**config.mk**
```make
export PLATFORM = sky130hd
export DESIGN_NAME = tensor_core_operand_sequencer
export DESIGN_NICKNAME = d
export VERILOG_FILES = /design/src/rtl/tensor_core_pkg.sv /design/src/rtl/tensor_core_operand_sequencer.sv
export SDC_FILE = /design/constraint.sdc
export NUM_CORES = 1
export LEC_CHECK = 0
export ABC_AREA = 0
export BUFFER_PORTS_ARGS = -buffer_cell sky130_fd_sc_hd__buf_2
export CAP_MARGIN = 30
export CELL_PAD_IN_SITES_DETAIL_PLACEMENT = 1
export CELL_PAD_IN_SITES_GLOBAL_PLACEMENT = 1
export CORE_ASPECT_RATIO = 0.5
export CORE_MARGIN = 3
export CORE_UTILIZATION = 45
export DETAILED_ROUTE_END_ITERATION = 10
export HOLD_SLACK_MARGIN = 0.12
export PLACE_DENSITY = 0.79
export SYNTH_ARGS = -nofsm -noshare
export SYNTH_HDL_FRONTEND = slang
export SYNTH_SLANG_ARGS = --single-unit
```
**constraint.sdc**
```tcl
create_clock -name clock_in -period 3.7 [get_ports clock_in]
set_input_delay 0.185 -clock clock_in [delete_from_list [all_inputs] [get_ports clock_in]]
set_output_delay 0.185 -clock clock_in [all_outputs]
set_load 0.05 [all_outputs]
```
**src/rtl/tensor_core_pkg.sv**
```systemverilog
// Shared types for the tensor-core operand sequencer and its neighbours.
//   DATA_WIDTH / DIM : element width and matrix dimension
//   elem_t           : one signed matrix element
//   matrix_t         : DIM x DIM array of elements, row-major, [row][col]
//   seq_state_t      : sequencer FSM states
package tensor_core_pkg;

  localparam int DATA_WIDTH = 8;
  localparam int DIM        = 4;

  typedef logic signed [DATA_WIDTH-1:0] elem_t;
  typedef elem_t [0:DIM-1][0:DIM-1]     matrix_t;

  typedef enum logic [2:0] {
    LOAD  = 3'd0,
    CLEAR = 3'd1,
    START = 3'd2,
    WAIT  = 3'd3,
    DRAIN = 3'd4
  } seq_state_t;

endpackage

```
**src/rtl/tensor_core_operand_sequencer.sv**
```systemverilog
// Operand/result sequencer around small_tensor_core.
// Collects 32 operand bytes (A row-major, then B row-major), holds them in
// register arrays that feed the core, pulses the core write enable and then
// start, waits for done (with timeout), captures the 4x4 result and streams
// it out as 16 bytes.
//
// Ports:
//   clock_in, reset_n             clock, async active-low reset
//   in_valid/in_ready/in_data     operand byte stream in
//   out_valid/out_ready/out_data  result byte stream out, out_last on [3][3]
//   busy                          high whenever not in LOAD
//   error                         sticky done-timeout flag, cleared by the
//                                 first operand byte of the next load
//   tc_write_enable, tc_start     core control pulses
//   tc_input1, tc_input2          matrices A and B to the core
//   tc_output, tc_done            core result and done flag
//   dbg_state                     current FSM state
//
// Handshake: a byte moves on a rising edge where valid && ready are both
// high. The source holds valid and data until that edge; ready/valid here
// are pure functions of the current state, never of the partner's signal.
module tensor_core_operand_sequencer
  import tensor_core_pkg::*;
#(
  parameter int DATA_WIDTH     = 8,
  parameter int DIM            = 4,
  parameter int TIMEOUT_CYCLES = 64
) (
  input  logic                         clock_in,
  input  logic                         reset_n,
  input  logic                         in_valid,
  output logic                         in_ready,
  input  logic signed [DATA_WIDTH-1:0] in_data,
  output logic                         out_valid,
  input  logic                         out_ready,
  output logic signed [DATA_WIDTH-1:0] out_data,
  output logic                         out_last,
  output logic                         busy,
  output logic                         error,
  output logic                         tc_write_enable,
  output logic                         tc_start,
  output matrix_t                      tc_input1,
  output matrix_t                      tc_input2,
  input  matrix_t                      tc_output,
  input  logic                         tc_done,
  output seq_state_t                   dbg_state
);

  localparam int LOAD_LAST  = 2 * DIM * DIM - 1;
  localparam int DRAIN_LAST = DIM * DIM - 1;
  localparam int LW         = $clog2(2 * DIM * DIM);
  localparam int DW         = $clog2(DIM * DIM);
  localparam int TW         = $clog2(TIMEOUT_CYCLES);

  seq_state_t    state_q, state_d;
  logic [LW-1:0] load_idx_q, load_idx_d;
  logic [DW-1:0] drain_idx_q, drain_idx_d;
  logic [TW-1:0] timer_q, timer_d;
  logic          error_q, error_d;
  matrix_t       a_q, a_d;
  matrix_t       b_q, b_d;
  matrix_t       res_q, res_d;

  always_ff @(posedge clock_in or negedge reset_n) begin
    if (!reset_n) begin
      state_q     <= LOAD;
      load_idx_q  <= '0;
      drain_idx_q <= '0;
      timer_q     <= '0;
      error_q     <= 1'b0;
      a_q         <= '0;
      b_q         <= '0;
      res_q       <= '0;
    end else begin
      state_q     <= state_d;
      load_idx_q  <= load_idx_d;
      drain_idx_q <= drain_idx_d;
      timer_q     <= timer_d;
      error_q     <= error_d;
      a_q         <= a_d;
      b_q         <= b_d;
      res_q       <= res_d;
    end
  end

  always_comb begin
    state_d         = state_q;
    load_idx_d      = load_idx_q;
    drain_idx_d     = drain_idx_q;
    timer_d         = timer_q;
    error_d         = error_q;
    a_d             = a_q;
    b_d             = b_q;
    res_d           = res_q;
    in_ready        = 1'b0;
    out_valid       = 1'b0;
    out_last        = 1'b0;
    tc_write_enable = 1'b0;
    tc_start        = 1'b0;

    case (state_q)
      LOAD: begin
        in_ready = 1'b1;
        if (in_valid) begin
          // Top index bit selects B; the low bits are row and column.
          if (load_idx_q[LW-1]) begin
            b_d[load_idx_q[3:2]][load_idx_q[1:0]] = in_data;
          end else begin
            a_d[load_idx_q[3:2]][load_idx_q[1:0]] = in_data;
          end
          if (load_idx_q == '0) error_d = 1'b0;
          if (load_idx_q == LW'(LOAD_LAST)) begin
            load_idx_d = '0;
            state_d    = CLEAR;
          end else begin
            load_idx_d = load_idx_q + 1'b1;
          end
        end
      end
      CLEAR: begin
        tc_write_enable = 1'b1;
        state_d         = START;
      end
      START: begin
        tc_start = 1'b1;
        state_d  = WAIT;
      end
      WAIT: begin
        if (tc_done) begin
          res_d   = tc_output;
          timer_d = '0;
          state_d = DRAIN;
        end else if (timer_q == TW'(TIMEOUT_CYCLES - 1)) begin
          // Result array is deliberately left as it was.
          error_d = 1'b1;
          timer_d = '0;
          state_d = LOAD;
        end else begin
          timer_d = timer_q + 1'b1;
        end
      end
      DRAIN: begin
        out_valid = 1'b1;
        out_last  = (drain_idx_q == DW'(DRAIN_LAST));
        if (out_ready) begin
          if (drain_idx_q == DW'(DRAIN_LAST)) begin
            drain_idx_d = '0;
            state_d     = LOAD;
          end else begin
            drain_idx_d = drain_idx_q + 1'b1;
          end
        end
      end
      default: state_d = LOAD;
    endcase
  end

  // Forced to zero outside DRAIN so idle output is clean.
  assign out_data  = (state_q == DRAIN) ? res_q[drain_idx_q[3:2]][drain_idx_q[1:0]] : '0;
  assign busy      = (state_q != LOAD);
  assign error     = error_q;
  assign tc_input1 = a_q;
  assign tc_input2 = b_q;
  assign dbg_state = state_q;

endmodule

```
### Yosys cells after proc, flatten, opt, wreduce, memory -nomap -nowiden

Index checks and enable logic that the tools add are counted.

* bits in read-only memories: 0
* register bits: 403
* memories: 0
* input port bits: 141
* latch bits: 0
* bits in writable memories: 0
* output and inout port bits: 274

* shifts and indexed selects: 0
* magnitude comparators: 6
* multiplexer cells: 34
* bitwise gates (word level): 5
* $add $sub $neg: 3
* reductions and logical operators: 13
* eq/ne operators: 15
* multiply operators: 0
* div/mod/pow operators: 0

Operators by type and width (count)
* $bwmux 128: 2
* $mux 32: 3
* $bmux 32 s2: 1
* $demux 32 s2: 1
* $mux 8: 4
* $mux 3: 6
* $bmux 8 s2: 1
* $demux 8 s2: 1
* $pmux 3 s5: 1
* $ne 2x2->1 const B: 7
* $ge 3x3->1 const B: 4
* $mux 6: 2
* $not 2->3: 4
* $reduce_and 5->1: 2
* $mux 1: 9
* $add 6x1->6 const B: 1
* $eq 3x2->1 const B: 2
* $eq 6x6->1 const B: 1
* $lt 3x1->1 const B: 2
* $reduce_and 2->1: 3
* $reduce_and 3->1: 2
* $add 5x1->5 const B: 1
* $eq 5x5->1 const B: 1
* $logic_not 5->1: 1
* 13 further kinds: 14

### Logic depth before layout (Yosys ltp)

* depth after elaboration: 8
* mapped depth: 6
* gate-level depth less buffers: 6

### Least setup slack after synthesis

OpenSTA, ideal clock, no wires.

* kind: register to output
* start point: register state_q[2] (netlist: dbg_state[2])
* end point: output out_data[5]
* required time: 3.515 ns
* setup slack: 0.626 ns
* cell stages (with the launch flop): 4
* arrival time: 2.889 ns
* buffers on the path: 0
* path through: dfrtp_1 -> nor3b_2 -> nand2_1 -> o22ai_1

* word-level cells in the longest chain between the ends: 2

RTL lines
* start, declared: RTL line tensor_core_operand_sequencer.sv:55 `seq_state_t state_q, state_d;`
* start signal, assigned: RTL line tensor_core_operand_sequencer.sv:75 `state_q <= state_d;`
* $eq 3x3->1: RTL line tensor_core_operand_sequencer.sv:159 `assign out_data = (state_q == DRAIN) ? res_q[drain_idx_q[3:2]][drain_idx_q[1:0]] : '0;`
* $mux 8: RTL line tensor_core_operand_sequencer.sv:159
* end, declared: RTL line tensor_core_operand_sequencer.sv:36 `output logic signed [DATA_WIDTH-1:0] out_data,`

Every way passes these cells.

### Final worst setup path

* start point: register drain_idx_q[2]
* end point: output out_data[3]

* word-level cells in the longest chain between the ends: 8

RTL lines
* start, declared: RTL line tensor_core_operand_sequencer.sv:57 `logic [DW-1:0] drain_idx_q, drain_idx_d;`
* start signal, assigned: RTL line tensor_core_operand_sequencer.sv:77 `drain_idx_q <= drain_idx_d;`
* $not 2->3 (implied by the code): RTL line tensor_core_operand_sequencer.sv:159
* $bmux 32 s2: RTL line tensor_core_operand_sequencer.sv:159
* $mux 32 (implied by the code) (2 in series): RTL line tensor_core_operand_sequencer.sv:159
* $bmux 8 s2: RTL line tensor_core_operand_sequencer.sv:159
* $mux 8 (implied by the code) (2 in series): RTL line tensor_core_operand_sequencer.sv:159
* $mux 8: RTL line tensor_core_operand_sequencer.sv:159

Every way passes these cells. The select of a mux whose other input is x is not followed.

==> run_results.csv <==
group,metric,value,unit
outcome,outcome,"finished clean",
floorplanning,core-area,0.0353,mm²
cells_and_area,final_cell_mix,"buf_2 (413), dfrtp_1 (401), mux2_2 (379)",
worst_setup_path,critical_path.max_fanout,20,
worst_setup_path,r2r-start,"dbg_state[0]",
sta,relSlewSlack,34.1,%
sta,final.setup.tns,0,ns
worst_setup_path,worstPathRequired,3.51,ns
cells_and_area,layout_commonest_cell,"buf_2",
synthesis,ys_ff_latch,403,
floorplanning,die_area,0.0392,mm²
sta,tightest_slew,0.988,ns
synthesis,synthAdderAreaFrac,0.530,%
grt,grt_pass1_wl,79500,µm
sta,setup_ws,0.743,ns
synthesis,syn_area_per_cell,15.9,µm²
clock_network,cts_buffer_depth,3,
synthesis,synth_xor_area_share,0.0530,%
detailed_routing,viasPerCell,5.38,
clock_network,cts_setup_buffers,0,
worst_setup_path,critPathArrivalTime,2.77,ns
grt,grtUsageTotal,26.6,%
place,dp_hpwl,33400,µm
sta,fin_skew,0.0217,ns
detailed_routing,ant_nets,0,
detailed_routing,routed_wirelength,52200,µm
floorplanning,die_y,142,µm
clock_network,numCtsBuffers,38,
clock_network,clkLatencyLatePin,0.54,ns
floorplanning,die_w,277,µm
power_and_ir_drop,powerDensity,791,mW/mm²
synthesis,yosys_warnings,0,
synthesis,synth_top_family_by_area,"multiplexers",
clock_network,cts-root-buf,"clkbuf_16",
clock_network,clkSlewWorstSetupHoldPaths,0.07,ns
worst_setup_path,startpoint,"drain_idx_q[2]",
synthesis,yosysSeqAreaShare,61.0,%
sta,maxClockFrequency,338,MHz
sta,rsz0062_at_grt,"false",
synthesis,synth_compound_area_share,1.24,%
detailed_routing,drc,0,
flow_run,cap_violations,0,
clock_network,tritoncts,"yes",
floorplanning,start_util,46.8,%
sta,setup_viol,0,
detailed_routing,firstDrtPassIters,4,
synthesis,synth_nets,1190,
synthesis,synth_cells,1042,
grt,grt_pass1_vias,13000,
detailed_routing,drtIter0Drc,613,
sta,min_period,2.96,ns
clock_network,clock_sinks,403,
detailed_routing,wire_per_inst,25.2,µm
synthesis,yosys.area_share.simple,3.43,%
hold_path,hold_class,"input pin to asynchronous set/reset pin",
power_and_ir_drop,static-leakage-power,11.2,nW
cells_and_area,drive_gt1_share,58.0,%
cells_and_area,area_delta_synth_final,31.1,%
grt,grt_overflow,0,
sta,drv_slew,0,
grt,grt_start_max_net_pins,130,
worst_setup_path,cp-end-kind,"output port",
detailed_routing,dr_total_vias,11200,
sta,period_share,79.9,%
synthesis,synth_cell_types,40,
power_and_ir_drop,max-vdd-ir-drop,0.536,mV
place,port_buffers,414,
worst_setup_path,timing_worst_setup_path_type,"flip-flop to output port",
floorplanning,rows,48,
synthesis,syn_area,0.0165,mm²
grt,antenna_found_initial,5,
place,gp_congestion,0.796,
place,place_ws,1.20,ns
clock_network,postCtsHoldBufs,132,
floorplanning,pin_count,415,
synthesis,synthMuxAreaShare,31.8,%
clock_network,cts.htree.levels,2,
sta,hold_viol,0,
clock_network,post_cts_resized,0,
cells_and_area,final_nets,1719,
worst_setup_path,crit_path_start_kind,"flip-flop",
==> registers in the layout, indices dropped and copies added (netlist names) <==
signal,flops
res_q,128
error,1
dbg_state,3
drain_idx_q,4
tc_input1,128
tc_input2,128
load_idx_q,5
timer_q,6
==> where the power goes <==
part	internal (W)	switching, W
Clock	0.00240	0.00172
Combinational	0.00226	0.00400
Sequential	0.00578	0.000984
Total	0.0104	0.00671
==> final timing paths <==
path / end / slack (ns) / cells past startpoint
max: out_data[3] / 0.74 / 5
max in group asynchronous: tc_input2[24] / 2.20 / 3
min reg2reg: timer_q[5] / 0.49 / 1
max reg2reg: tc_input2[119] / 1.19 / 4
min: res_q[97] / 0.31 / 2
min in group clock_in: res_q[95] / 0.41 / 3
==> cell type report <==
cell class | instances | area (µm²)
clock buffer | 58 | 1170
tap | 475 | 594
timing repair buffer | 554 | 3530
fill | 3422 | 13600
multi-input combinational | 567 | 6130
clock inverter | 9 | 126
inverter | 7 | 26.3
antenna | 4 | 10.0
sequential | 403 | 10100
==> logic make-up (layout without fill, tap and decap cells) <==
family,count (synthesis),after routing
xor gates and xnor gates,1,1
buffers and inverters,72,628
and+or+nand+nor,91,91
muxes,434,434
DFF,403,403
adders and majority gates,7,7
other,0,4
AOI/OAI and AO/OA,34,34
==> cells in the mapped netlist <==
cell type / number / share of area, %
dfrtp_1: 403 / 61
mux2_2: 379 / 26
clkbuf_1: 34 / 0.77
mux4_2: 32 / 4.4
buf_2: 28 / 0.85
nand2_1: 24 / 0.54
mux2i_1: 15 / 0.91
o21ai_0: 12 / 0.36
nor2_2: 11 / 0.42
mux2_4: 8 / 0.73
o22ai_1: 8 / 0.30
and3_1: 7 / 0.26
ha_1: 7 / 0.53
nand2b_1: 7 / 0.26
nand3_1: 7 / 0.21
inv_1: 6 / 0.14
nor2_1: 6 / 0.14
nand4_1: 4 / 0.15
a21oi_1: 3 / 0.091
a31oi_1: 3 / 0.11
and4_1: 3 / 0.16
nand2_2: 3 / 0.11
nand3_2: 3 / 0.18
nor2b_1: 3 / 0.11
o31ai_1: 3 / 0.14
or3_1: 3 / 0.11
a21o_1: 2 / 0.091
buf_6: 2 / 0.14
nor3_4: 2 / 0.20
nor3b_1: 2 / 0.091
o211ai_1: 2 / 0.091
or2_2: 2 / 0.076
a311oi_1: 1 / 0.053
buf_1: 1 / 0.023
inv_2: 1 / 0.023
nand3b_1: 1 / 0.045
nand4_4: 1 / 0.13
nand4b_4: 1 / 0.14
nor3b_2: 1 / 0.076
xnor2_1: 1 / 0.053
==> metal layers <==
layer,vias up,track usage [%],share of wire [%]
li1,4815,-,-
met1,5936,29.8,38
met2,296,50.5,55
met3,125,4.72,3.5
met4,2,10.5,4.0
met5,-,0,0.013
==> stage by stage <==
stage	std cells	power, W	util, %	hold WS, ns	cell area, µm²
final	2077	0.0171	61.4	0.313	21700
after global routing	2077	0.0179	61.4	0.409	21700
after CTS	2073	0.0171	61.3	0.380	21700
after detailed placement	1874	0.0129	53.9	0.350	19000
after global placement	1874	0.0126	53.9	0.334	19000
after floorplan	1042	0.0111	-	-0.111	16500
==> worst max-delay path, stage by stage (launching register included) <==
cell and delay (ns):
dfrtp_2 0.78, buf_12 0.29, mux4_2 0.57, mux2i_1 0.20
o22ai_1 0.15, buf_2 0.25
Power figures use the tool's default switching activity.
